===== src/rtl/rca_seq_adder.sv =====
// rca_seq_adder: multi-cycle ripple-carry adder, CHUNK bits per clock, registered carry between chunks.
// Latency: operands accepted at edge k -> out_valid after edge k+N_CHUNKS; one op per N_CHUNKS+2 cycles.
// Backpressure: result held in DONE while out_ready is low; in_ready only high in IDLE.
//
// Ports:
//   clk, rst            clock, asynchronous active-high reset
//   in_valid/in_ready   operand handshake (a, b, cin, and sub when RCA_SUB_EN is defined)
//   out_valid/out_ready result handshake (sum, cout, ovf)
// Optional feature macro: RCA_SUB_EN adds the sub port (a - b - cin computed as a + ~b + ~cin).

module rca_seq_adder #(
  parameter int WIDTH = 16,
  parameter int CHUNK = 4
) (
  input  logic             clk,
  input  logic             rst,
  input  logic             in_valid,
  output logic             in_ready,
  input  logic [WIDTH-1:0] a,
  input  logic [WIDTH-1:0] b,
  input  logic             cin,
`ifdef RCA_SUB_EN
  input  logic             sub,
`endif
  output logic             out_valid,
  input  logic             out_ready,
  output logic [WIDTH-1:0] sum,
  output logic             cout,
  output logic             ovf
);

  localparam int N_CHUNKS = WIDTH / CHUNK;
  localparam int IDX_W    = (N_CHUNKS > 1) ? $clog2(N_CHUNKS) : 1;
  localparam logic [IDX_W-1:0] LAST_IDX = IDX_W'(N_CHUNKS - 1);

  generate
    if ((WIDTH < 1) || (CHUNK < 1) || ((WIDTH % CHUNK) != 0)) begin : g_bad_cfg
      $error("rca_seq_adder: WIDTH must be >= 1 and a multiple of CHUNK");
    end
  endgenerate

  typedef enum logic [1:0] {IDLE, ADD, DONE} state_t;

  state_t state_q, state_d;

  // Operands and sum viewed as arrays of chunks so the active chunk is a plain index.
  logic [N_CHUNKS-1:0][CHUNK-1:0] a_q;
  logic [N_CHUNKS-1:0][CHUNK-1:0] b_q;
  logic [N_CHUNKS-1:0][CHUNK-1:0] sum_q;
  logic                           carry_q;
  logic [IDX_W-1:0]               idx_q;
  logic                           cout_q;
  logic                           ovf_q;

  logic                           sub_eff;
  logic                           accept;
  logic [CHUNK:0]                 chunk_res;

`ifdef RCA_SUB_EN
  assign sub_eff = sub;
`else
  assign sub_eff = 1'b0;
`endif

  // ---------------- FSM ----------------
  always_ff @(posedge clk or posedge rst) begin
    if (rst) state_q <= IDLE;
    else     state_q <= state_d;
  end

  always_comb begin
    state_d   = state_q;
    in_ready  = 1'b0;
    out_valid = 1'b0;
    case (state_q)
      IDLE: begin
        in_ready = ~rst;
        if (in_valid && !rst) state_d = ADD;
      end
      ADD: begin
        if (idx_q == LAST_IDX) state_d = DONE;
      end
      DONE: begin
        out_valid = 1'b1;
        if (out_ready) state_d = IDLE;
      end
      default: state_d = IDLE;
    endcase
  end

  assign accept = in_valid & in_ready;

  // One CHUNK-bit ripple per cycle; this is the whole critical path.
  assign chunk_res = {1'b0, a_q[idx_q]} + {1'b0, b_q[idx_q]} + (CHUNK+1)'(carry_q);

  // ---------------- datapath ----------------
  always_ff @(posedge clk or posedge rst) begin
    if (rst) begin
      a_q     <= '0;
      b_q     <= '0;
      sum_q   <= '0;
      carry_q <= 1'b0;
      idx_q   <= '0;
      cout_q  <= 1'b0;
      ovf_q   <= 1'b0;
    end else begin
      case (state_q)
        IDLE: begin
          if (accept) begin
            a_q     <= a;
            // Subtraction folds into addition: invert b and the carry-in once at accept.
            b_q     <= b ^ {WIDTH{sub_eff}};
            carry_q <= cin ^ sub_eff;
            idx_q   <= '0;
            sum_q   <= '0;
            cout_q  <= 1'b0;
            ovf_q   <= 1'b0;
          end
        end
        ADD: begin
          sum_q[idx_q] <= chunk_res[CHUNK-1:0];
          carry_q      <= chunk_res[CHUNK];
          if (idx_q == LAST_IDX) begin
            cout_q <= chunk_res[CHUNK];
            // Top chunk's MSB is the sum sign bit being written this cycle.
            ovf_q  <= (a_q[N_CHUNKS-1][CHUNK-1] == b_q[N_CHUNKS-1][CHUNK-1]) &&
                      (chunk_res[CHUNK-1] != a_q[N_CHUNKS-1][CHUNK-1]);
          end else begin
            idx_q <= idx_q + IDX_W'(1);
          end
        end
        default: ;
      endcase
    end
  end

  assign sum  = sum_q;
  assign cout = cout_q;
  assign ovf  = ovf_q;

endmodule


===== config.mk =====
export PLATFORM = sky130hd
export DESIGN_NAME = rca_seq_adder
export DESIGN_NICKNAME = d
export VERILOG_FILES = /design/src/rtl/rca_seq_adder.sv
export SDC_FILE = /design/constraint.sdc
export NUM_CORES = 1
export LEC_CHECK = 0
export ABC_AREA = 1
export CORE_MARGIN = 2
export CORE_UTILIZATION = 35
export DETAILED_ROUTE_END_ITERATION = 8
export DONT_BUFFER_PORTS = 1
export PLACE_DENSITY_LB_ADDON = 0.15
export SYNTH_ARGS = -nofsm -noshare
export SYNTH_HDL_FRONTEND = slang
export SYNTH_SLANG_ARGS = --single-unit

===== constraint.sdc =====
create_clock -name clk -period 3.15 [get_ports clk]
set_clock_uncertainty 0.2 [all_clocks]
set_input_delay 0.7875 -clock clk [delete_from_list [all_inputs] [get_ports clk]]
set_output_delay 0.7875 -clock clk [all_outputs]
set_load 0.01 [all_outputs]

# Word-level counts from Yosys, hierarchy flattened

Cells that the tools add are included.

Bits of input ports: 37
Register bits: 55

Magnitude comparators: 2
Equality and inequality tests: 10
Mux-type cells: 25
Reduce and logical (&&, ||, !) cells: 11
Bitwise operators: 2
$add $sub $neg: 3

Operator list:

| cell                | count |
|---|---|
| $pmux 16 s2         | 1 |
| $bmux 4 s2          | 2 |
| $bwmux 16           | 1 |
| $mux 16             | 1 |
| $mux 4              | 3 |
| $mux 2              | 5 |
| $ne 2x2->1 const B  | 5 |
| $reduce_and 3->1    | 3 |
| $demux 4 s2         | 1 |
| $mux 1              | 6 |
| $pmux 1 s2          | 3 |
| $pmux 2 s3          | 1 |
| $add 4x4->5         | 1 |
| $add 5x1->5         | 1 |
| $eq 2x2->1 const B  | 2 |
| $pmux 2 s2          | 1 |
| $reduce_and 2->1    | 2 |
| $logic_and 1x1->1   | 3 |
| $lt 2x3->1 const B  | 1 |
| $add 2x1->2 const B | 1 |
| $eq 2x1->1 const B  | 1 |
| $ge 2x1->1 const B  | 1 |
| $logic_not 2->1     | 1 |
| $reduce_bool 2->1   | 1 |
| other kinds (5)     | 5 |

# Longest topological paths before layout

Depth in word-level cells: 8
Gate-level depth with buffers: 12

# Worst setup path after synthesis

Ideal clock, no wire load.

Path type: input -> register
Start: input rst
End: register sum_q (netlist bit sum[1])
Arrival: 2620 ps
Path slack: 203 ps
Stages: 5
Data required time: 2823 ps
Buffers on the path: 1
Setup time: 127 ps
Cell sequence: inv_1 nand3_4 buf_4 nand3_1 o21ai_0

Word-level cells in the longest chain between the ends: 5

RTL lines:

| what                           | RTL line | RTL |
|---|---|---|
| start: declaration             | 16       | `input logic rst,` |
| $not 1->1                      | 77       | `in_ready = ~rst;` |
| $mux 1                         | 75       | `case (state_q)` |
| $and 1x1->1                    | 91       | `assign accept = in_valid & in_ready;` |
| $ne 2x2->1 (no line)           | n/a      |  |
| $reduce_and 2->1 (no line)     | n/a      |  |
| end signal: indexed assignment | 121      | `sum_q[idx_q] <= chunk_res[CHUNK-1:0];` |
| end: declaration               | 49       | `logic [N_CHUNKS-1:0][CHUNK-1:0] sum_q;` |

Every way passes these cells.
A chain may end at the register's enable or synchronous reset.

# Worst setup path in the final report

Start: register idx_q[1]
End: register sum_q (netlist bit sum[10])

Word-level cells in the longest chain between the ends: 6
Elaborated cells on any way between the ends: 13
Those cells by class: 2 x add/sub; 2 x order compare; 8 x mux; 1 x reduce/logical

RTL lines:

| what                                                                     | RTL line | RTL |
|---|---|---|
| start: declaration                                                       | 51       | `logic [IDX_W-1:0] idx_q;` |
| start signal: assignment                                                 | 129      | `idx_q <= idx_q + IDX_W'(1);` |
| $bmux 4 s2 (tied with other cells)                                       | 94       | `assign chunk_res = {1'b0, a_q[idx_q]} + {1'b0, b_q[idx_q]} + (CHUNK+1)'(carry_q);` |
| $mux 4 (implied by the code) / $logic_and 1x1->1 (equally long branches) | 94, 121  |  |
| $add 4x4->5 / $mux 4 (equally long branches)                             | 94, 121  |  |
| $add 5x1->5 / $demux 4 s2 (equally long branches)                        | 94, 121  |  |
| $bwmux 16 (*)                                                            | 121      |  |
| $pmux 16 s2 (*)                                                          | 107      | `case (state_q)` |

Every way passes the cells marked *; elsewhere a longest branch is shown, timed or not. The select of a mux whose other input is x is not followed.

==> impl_summary.log <==
[metrics] max-slew violation count: 0
[metrics] H-Tree Depth: 2
[metrics] Initial DRC Count: 74
[metrics] cell area after synthesis: 0.00260 mm²
[metrics] synth unique cells: 27
[metrics] Setup TNS: 0 ps
[metrics] number of fillers in the final layout: just under 800
[metrics] Die X: 90.2 µm
[metrics] register area share after synthesis: 53.0%
[metrics] WS Path Type: register to register
[metrics] achievable clock frequency: 359 MHz
[metrics] clock latency reported for the late side of the worst-skew pair: just over 300 ps
[metrics] dpl hpwl: 4030 µm
[metrics] weighted congestion at the end of routability-driven global placement: 0.731
[metrics] initial core utilization: 36.0%
[metrics] Max FO, Critical Path: 11
[metrics] switching portion of total power: 45.9%
[metrics] final wirelength: between 5000 and 6000 µm
[metrics] die height: 90.2 µm
[metrics] relative slew slack: 54.9%
[metrics] final critical delay including setup and external delays: 2790 ps
[metrics] register clock-pin slew on the reported worst setup and hold paths: about 100 ps
[metrics] CTS tree: done
[metrics] Yosys warnings: 0
[metrics] placeable core region: 0.00721 mm²
[metrics] RSZ-0062 raised after global routing: false
[metrics] share of final-layout standard cells stronger than drive strength 1: 9.30%
[metrics] Hold/Removal Path Class: register to register
[metrics] Final Hold Fails: 0
[metrics] total power draw: ~3.3 mW
[metrics] count of endpoints failing setup in the final report: 0
[metrics] worst supply voltage drop on vdd: between 0.0003 and 0.0004 V
[metrics] Inserted Diodes: 0
[metrics] launch point of the worst reg-to-reg path: idx_q[1]
[metrics] number of antenna violations at the first check in global routing: 0
[metrics] flop and latch count out of synthesis: 55
[metrics] cell leakage power: 1.38 nW
[metrics] Num CTS Buffers: 5
[metrics] Top-Level Pins: 57
[metrics] average vias per placed instance: about 4.8
[metrics] Via Count: 1907
[metrics] number of I/O port buffers: 0
[metrics] standard-cell rows: 31
[metrics] count of hold buffers inserted by post-cts repair: 0
[metrics] switching power total: 1.49 mW
[metrics] post-CTS resize count: 0
[metrics] number of global-route vias before repair: 1953
[metrics] number of buffers on the longest clock path: 2
[metrics] average wire per cell in the routed design: between 10 and 15 µm
[metrics] max capacitance violation total: 0
[metrics] final net count: around 350
[metrics] startpoint type of the worst setup path: register
[metrics] share of power burned in combinational logic: between 40 and 50%
[metrics] share of total power in sequential cells: between 30% and 40%
[metrics] capture instance of the worst register-to-register path: sum[10]
[metrics] gate count after technology mapping: 299
[metrics] Tot GR Track Use: 14.9%
[metrics] startpoint of the lowest-slack hold path: a_q[6]
[metrics] FF-to-FF setup slack: 360 ps
[metrics] Antenna Violating Nets Remaining: 0
[metrics] setup slack of the critical path after layout: 363 ps
[metrics] DIE AREA: 0.00813 mm²
[metrics] post-synthesis average cell area: 8.69 µm²
[metrics] placed cell count: 392
[metrics] Internal Dissipation: 1.76 mW
[metrics] setup slack after placement: 362 ps
[metrics] first-pass GRT wire length: 9810 µm
[metrics] pin count of the biggest net entering global routing: 56
[metrics] nature of the critical path endpoint: register
[metrics] detailed-routing iteration count for the pre-antenna-repair pass: 4
[metrics] worst endpoint data arrival time: ~2800 ps
[metrics] most common cell after layout, fill and taps aside: nand2_1
[metrics] total DRC errors in the routed layout: 0
[metrics] final cell count without fillers: 400
[metrics] leading cell types in the layout, fill and taps excluded: 118 x nand2_1, 55 x dfrtp_1, 23 x o21ai_0, 18 x nand3_1, 18 x nor2_1
[metrics] Period Utilization, post-route: 88.5%
[metrics] Area Growth Syn to Fin: 7.08%
[metrics] worst hold path depth: 2
[metrics] required time of the critical path: 3140 ps
[metrics] grt total ovfl: 0
[metrics] power density normalized to cell area: 1170 mW/mm²
[metrics] root buf cell: clkbuf_8
[metrics] end point of the worst hold path: a_q[6]
[metrics] synthesized net count: 345
[metrics] Sink Count: 55
[metrics] slew at the pin closest to its max-slew limit: roughly 680 ps
[metrics] post-CTS setup repair buffer count: 0
[metrics] worst r2r path cells: 7
[metrics] status: finished clean
[metrics] Clk network pwr share: between 10% and 20%
==> cell type report <==
class / instances / area, µm² / share of cell area, %
well taps: 99 / 124 / 4.45
repair buffers: 3 / 22.5 / 0.809
clock buffers: 7 / 96.3 / 3.46
flip-flops and latches: 55 / 1380 / 49.5
inverters: 13 / 52.6 / 1.89
clock inverters: 1 / 7.51 / 0.270
multi-input cells: 222 / 1100 / 39.7
==> worst max-delay path, stage by stage (launching register included) <==
cell and delay [ps]:
dfrtp_1 540, clkinv_1 330, o21ai_0 160, o22ai_1 110, fa_1 450, fa_1 420, xnor2_1 320, o21ai_0 150
==> synth_stat cells (all sizes together) <==
library cell / instances / area, µm²
a21oi: 3 / 18.8
buf: 9 / 66.3
clkinv: 2 / 8.75
dfrtp: 55 / 1380
fa: 2 / 40.0
ha: 7 / 87.6
inv: 11 / 43.8
nand2: 122 / 483
nand3: 19 / 108
nor2: 21 / 101
o21ai: 37 / 193
o22ai: 8 / 50.1
o31ai: 1 / 7.51
or2: 1 / 6.26
xnor2: 1 / 8.76
==> flip-flops by register name, indices dropped and copies added, names as in the netlist <==
signal and count:
a_q 16, ovf 1, sum 16, cout 1, state_q 2, b_q 16
idx_q 2, carry_q 1
==> power by group through the flow <==
stage	clock (mW)	sequential, mW	combinational (mW)
floorplan	0	1.21	1.26
global placement	0	1.30	1.57
detailed placement	0	1.30	1.58
CTS	0.444	1.28	1.59
global route	0.469	1.32	1.83
finish	0.429	1.27	1.55
==> through the flow <==
step / util, % / cell area [µm²] / hold slack [ps]
finish: 38.6 / 2780 / 286
global route: 38.6 / 2780 / 310
CTS: 38.6 / 2780 / 294
detailed placement: 37.1 / 2680 / 267
global placement: 37.1 / 2680 / 270
floorplan: - / 2600 / 244
==> kinds of logic (layout without fill, tap and decap cells) <==
| group | count (synthesis) | count (layout) | synth area share (%) |
|---|---|---|---|
| AO/OA/AOI/OAI | 49 | 49 | 10.4 |
| XOR/XNOR | 1 | 1 | 0.337 |
| adder cells (fa/ha/maj) | 9 | 9 | 4.91 |
| buffers and inverters | 22 | 24 | 4.57 |
| flip-flops | 55 | 55 | 53.0 |
| AND/OR/NAND/NOR | 163 | 163 | 26.9 |
==> worst max-delay path by stage <==
stage                         end      from  slack [ps]  cells past startpoint
final                     sum[10]  idx_q[1]         360                      7
after global routing      sum[10]  idx_q[1]          90                      7
after CTS                 sum[10]  idx_q[1]         350                      7
after detailed placement  sum[10]  idx_q[1]         360                      7
after global placement    sum[10]  idx_q[1]         460                      7
after floorplan            sum[1]       rst         200                      5
==> layer usage <==
metal  GRT usage, %  share of wire [%]
met2           23.3                 44
met1           20.0                 48
met3           4.78                6.2
met5              0                  0
met4           4.36                1.2
(Power assumes the default switching activity.)
==> RTL edit 1: new RTL, same settings <==
The 3 states of `state_t` get a one-hot encoding in 3 bits.
--- a/src/rtl/rca_seq_adder.sv
+++ b/src/rtl/rca_seq_adder.sv
@@ -39,7 +39,7 @@
     end
   endgenerate
 
-  typedef enum logic [1:0] {IDLE, ADD, DONE} state_t;
+  typedef enum logic [2:0] {IDLE = 3'b001, ADD = 3'b010, DONE = 3'b100} state_t;
 
   state_t state_q, state_d;
 
Formal check against the unedited RTL: same outputs for any inputs over 10 cycles, from zero or initial values and one cycle with rst high; not proved beyond that.
==> RTL edit 1 against the unedited design <==
Area after synthesis shrank 0.53%; design area grew 1.6%; setup slack lost 0.057 ns; maximum frequency shrank 2.0%; routed wire length grew 4.1%; power shrank 7.9%; synthesized cell count grew 2.7%; sequential cell count grew 1; sequential share of layout area grew 0.19 points; die area shrank 0.51%; critical endpoint unchanged; largest cell class unchanged; largest power group is now sequential cells.
==> RTL edit 1: results (changes against the unedited design) <==
antenna-diode-count: 0  # unchanged
p_sw_share_pct: 43.75  # was 45.87%
highest_layer: "met4"  # unchanged
reg2reg_slack_ns: 0.31  # was 0.36 ns
place_congestion: 0.8142  # was 0.7305
grt_max_degree: 57  # was 56
wl_per_cell_um: 14.40  # was 14.21 um
place_area_um2: 2674  # was 2679 um^2
clockBufferDepth: 2  # unchanged
synth_async_sr_flop_share_pct: 100.0  # unchanged
drtPass1Iterations: 4  # unchanged
place_inst: 398  # was 392
dr_wl_met3_um: 313  # was 353 um
power_leakage_nw: 1.397  # was 1.377 nW
cp_data_arrival_time_ns: 2.83  # was 2.78 ns
ys_seq_area_share_pct: 54.26  # was 52.96%
vias: 1997  # was 1,907
r2r_end: "sum[10]"  # unchanged
path_class: "flip-flop to flip-flop"  # unchanged
hold_depth: 2  # unchanged
synth_cell_types: 24  # was 27
drt_iter0_markers: 87  # was 74
synthesis.nets: 353  # was 345
io_buffers: 0  # unchanged
antenna_found_initial: 0  # unchanged
layout.nets: 357  # was 346
cts-htree-levels: 2  # unchanged
synth_commonest_cells: "nand2_1 (127), dfrtp_1 (55), o21ai_0 (36), nor2_1 (19), nand3_1 (14)"  # was nand2_1 (118), dfrtp_1 (55), o21ai_0 (23), nand3_1 (18), nor2_1 (18)
synth.area.top_cells: "dfrtp_1 (53%), nand2_1 (18%), o21ai_0 (7.0%)"  # was dfrtp_1 (53%), nand2_1 (17%), o21ai_0 (4.4%)
hold_path.startpoint: "a_q[10]"  # was a_q[6]
numCtsBuffers: 5  # unchanged
wl_met1_um: 2727  # was 2745 um
cp_max_fo: 11  # unchanged
final_max_slew_viol_count: 0  # unchanged
grt_pass1_vias: 2091  # was 1,953
reg2reg_depth: 7  # unchanged
holdPathEnd: "a_q[10]"  # was a_q[6]
status: "completed"  # unchanged
synth_cells: 307  # was 299
relSlewSlack_pct: 52.90  # was 54.86%
route.met2.wl_um: 2793  # was 2516 um
ir_worst_vdd_mv: 0.3918  # was 0.3560 mV
wirelength_um: 5919  # was 5685 um
hpwlAfterDp_um: 4220  # was 4026 um
drive_above_1_share_pct: 8.974  # was 9.302%
min_path_type: "flip-flop to flip-flop"  # unchanged
track_usage_pct: 15.54  # was 14.93%
grt_pass1_wl_um: 10140  # was 9811 um
[RTL edit 1: layout make-up]
type / count / area, um^2
repair buffers: 8 / 60.06
multi-input cells: 226 / 1072
flip-flops and latches: 56 / 1404
clock inverters: 3 / 42.54
clock buffers: 5 / 68.82
fillers: 790 / 4387
inverters: 14 / 56.30
well taps: 99 / 123.9
[RTL edit 1: cells by family after synthesis]
group           synth area share, %
compound gates                10.26
xor+xnor                     0.3389
fa+ha+maj                     4.937
buf+inv                       4.356
flops                         54.26
simple gates                  25.85
[RTL edit 1: what timing repair did]
action	4_1_cts	5_1_grt
gates resized for setup	0	2
buffers inserted	0	5
setup endpoints to repair	0	6
[RTL edit 1: worst max-delay path by stage]
stage / cells past startpoint / endpoint
finish: 7 / sum[10]
global route: 7 / sum[10]
CTS: 7 / sum[10]
detailed placement: 7 / sum[10]
global placement: 9 / cout
floorplan: 8 / b_q[15]
[RTL edit 1: power groups by stage]
stage / combinational [mW] / sequential [mW] / clock [mW]
after global placement: 1.21 / 1.27 / 0
after detailed placement: 1.23 / 1.27 / 0
after global routing: 1.50 / 1.30 / 0.508
after floorplan: 0.954 / 1.17 / 0
after CTS: 1.23 / 1.26 / 0.488
final: 1.26 / 1.26 / 0.478
[RTL edit 1: worst max-delay path, cell delays in order, from the launching register on]
cell and delay (ns):
dfrtp_1 0.55, clkinv_1 0.34, o21ai_0 0.17, o22ai_1 0.11, fa_1 0.44, fa_1 0.41
xnor2_1 0.33, o21ai_0 0.18
[RTL edit 1: metal layers]
layer  vias to the layer above  GRT usage [%]
met5                         -              0
met4                         0          4.744
met3                         9          3.772
met2                        55          26.45
met1                       931          19.67
li1                       1002              -
[RTL edit 1: per-stage QoR]
step	total power, mW	util [%]	hold slack [ns]	worst slack (ns)
3_5_place_dp	2.497	37.06	0.2590	0.2761
5_1_grt	3.306	39.20	0.3025	0.03421
2_1_floorplan	2.124	-	0.2366	0.1022
6_report	2.998	39.20	0.2799	0.3057
4_1_cts	2.976	38.61	0.2840	0.2639
3_3_place_gp	2.480	37.06	0.2567	0.3827
==> RTL edit 2: new RTL, same flow settings <==
Without the edit above. The parameter `CHUNK` goes from 4 to 2.
--- a/src/rtl/rca_seq_adder.sv
+++ b/src/rtl/rca_seq_adder.sv
@@ -10,7 +10,7 @@
 
 module rca_seq_adder #(
   parameter int WIDTH = 16,
-  parameter int CHUNK = 4
+  parameter int CHUNK = 2
 ) (
   input  logic             clk,
   input  logic             rst,
Formal check against the unedited RTL: not equivalent (a bounded check fails within 4 cycles, from zero or initial values and one cycle with rst high).
==> RTL edit 2 against the unedited design <==
Area after synthesis is 10% higher; critical path depth is 8 higher; sequential cell count is 1 higher; design area is 7.4% higher; power is 4.6% lower; routed wire length is 16% higher; setup slack better by 0.017 ns.
==> RTL edit 2: results (changes against the unedited design) <==
place_congestion: 0.8727  # was 0.7305
clockBufferDepth: 2  # unchanged
critPathCapture: "ovf"  # was sum[10]
cp_data_arrival_time_ns: 2.82  # was 2.78 ns
vias: 2243  # was 1,907
drive_above_1_share_pct: 6.540  # was 9.302%
cpPeakStageDelay_ns: 0.43  # was 0.54 ns
tightest_slew_ns: 0.6289  # was 0.6771 ns
crit_start: "idx_q[0]"  # was idx_q[1]
clk_pin_slew_ns: 0.10  # about the same
ys_seq_area_share_pct: 49.02  # was 52.96%
synth.area.top_cells: "dfrtp_1 (49%), nand2_1 (25%), nand3_1 (10%)"  # was dfrtp_1 (53%), nand2_1 (17%), o21ai_0 (4.4%)
wirelength_um: 6612  # was 5685 um
grt_pass1_wl_um: 11430  # was 9811 um
synth_commonest_cells: "nand2_1 (194), nand3_1 (58), dfrtp_1 (56), buf_2 (13), inv_1 (11)"  # was nand2_1 (118), dfrtp_1 (55), o21ai_0 (23), nand3_1 (18), nor2_1 (18)
layout.nets: 408  # was 346
synthesis.nets: 416  # was 345
status: "completed"  # unchanged
io_buffers: 0  # unchanged
slowest_stage: "fa_1"  # was dfrtp_1
min_path_type: "primary input to async pin"  # was flip-flop to flip-flop
power_leakage_nw: 1.609  # was 1.377 nW
ir_worst_vdd_mv: 0.2824  # was 0.3560 mV
antenna_found_initial: 0  # unchanged
reg2reg_slack_ns: 0.38  # was 0.36 ns
hpwlAfterDp_um: 4714  # was 4026 um
track_usage_pct: 16.37  # was 14.93%
grt_pass1_vias: 2283  # was 1,953
drt_iter0_markers: 110  # was 74
==> RTL edit 2: cell types whose count changed after synthesis, sizes merged, moves of 7 or more <==
cell / delta
nand2: +75
nor2: -12
nor3: +7
nand3: +39
o22ai: -8
o21ai: -31
buf: +12
==> RTL edit 2: worst min-delay path by stage <==
stage                       start       to  slack (ns)  cells past startpoint
after floorplan           a_q[10]  a_q[10]        0.24                      2
after global placement     b_q[6]   b_q[6]        0.26                      2
after detailed placement  b_q[14]  b_q[14]        0.26                      2
after CTS                     rst  b_q[13]        0.24                      1
after global routing          rst   a_q[8]        0.27                      1
final                         rst  b_q[13]        0.23                      1
==> RTL edit 2: cell type report <==
cell class	count	area, um^2
timing repair buffer	6	57.56
multi-input combinational	284	1269
clock buffer	5	68.82
tap	102	127.6
clock inverter	2	12.51
fill	862	4818
inverter	14	52.55
sequential	56	1401
==> RTL edit 2: cell families (layout without fill, tap and decap cells) <==
kind of cell             Yosys count  after routing  synth area share (%)
AND/OR/NAND/NOR                  271            271                 40.35
buffers and inverters             35             27                 6.608
AO/OA/AOI/OAI                      9              9                 1.750
flip-flops                        56             56                 49.02
adder cells (fa/ha/maj)            4              4                 2.276
==> RTL edit 2: where the power goes <==
part / switching (mW) / internal, mW
clock: 0.233 / 0.151
sequential: 0.271 / 1.03
combinational: 0.958 / 0.462
total: 1.46 / 1.64
==> RTL edit 2: per-stage QoR <==
step                setup slack, ns  cell area, um^2  hold WS (ns)  std cells
floorplan                    0.6947             2859        0.2417        375
global placement             0.4730             2908        0.2597        462
detailed placement           0.3932             2908        0.2618        462
CTS                          0.3627             2989        0.2446        469
global route                 0.1504             2989        0.2655        469
finish                       0.3802             2989        0.2332        469
==> RTL edit 2: layer usage <==
| metal | share of wire [%] | global-route usage [%] | vias up | routed length (um) |
|---|---|---|---|---|
| li1 | - | - | 1160 | - |
| met1 | 47 | 21.96 | 1032 | 3134 |
| met2 | 47 | 26.85 | 44 | 3108 |
| met3 | 4.5 | 4.150 | 7 | 300 |
| met4 | 1.0 | 3.623 | 0 | 68 |
| met5 | 0 | 0 | - | 0 |
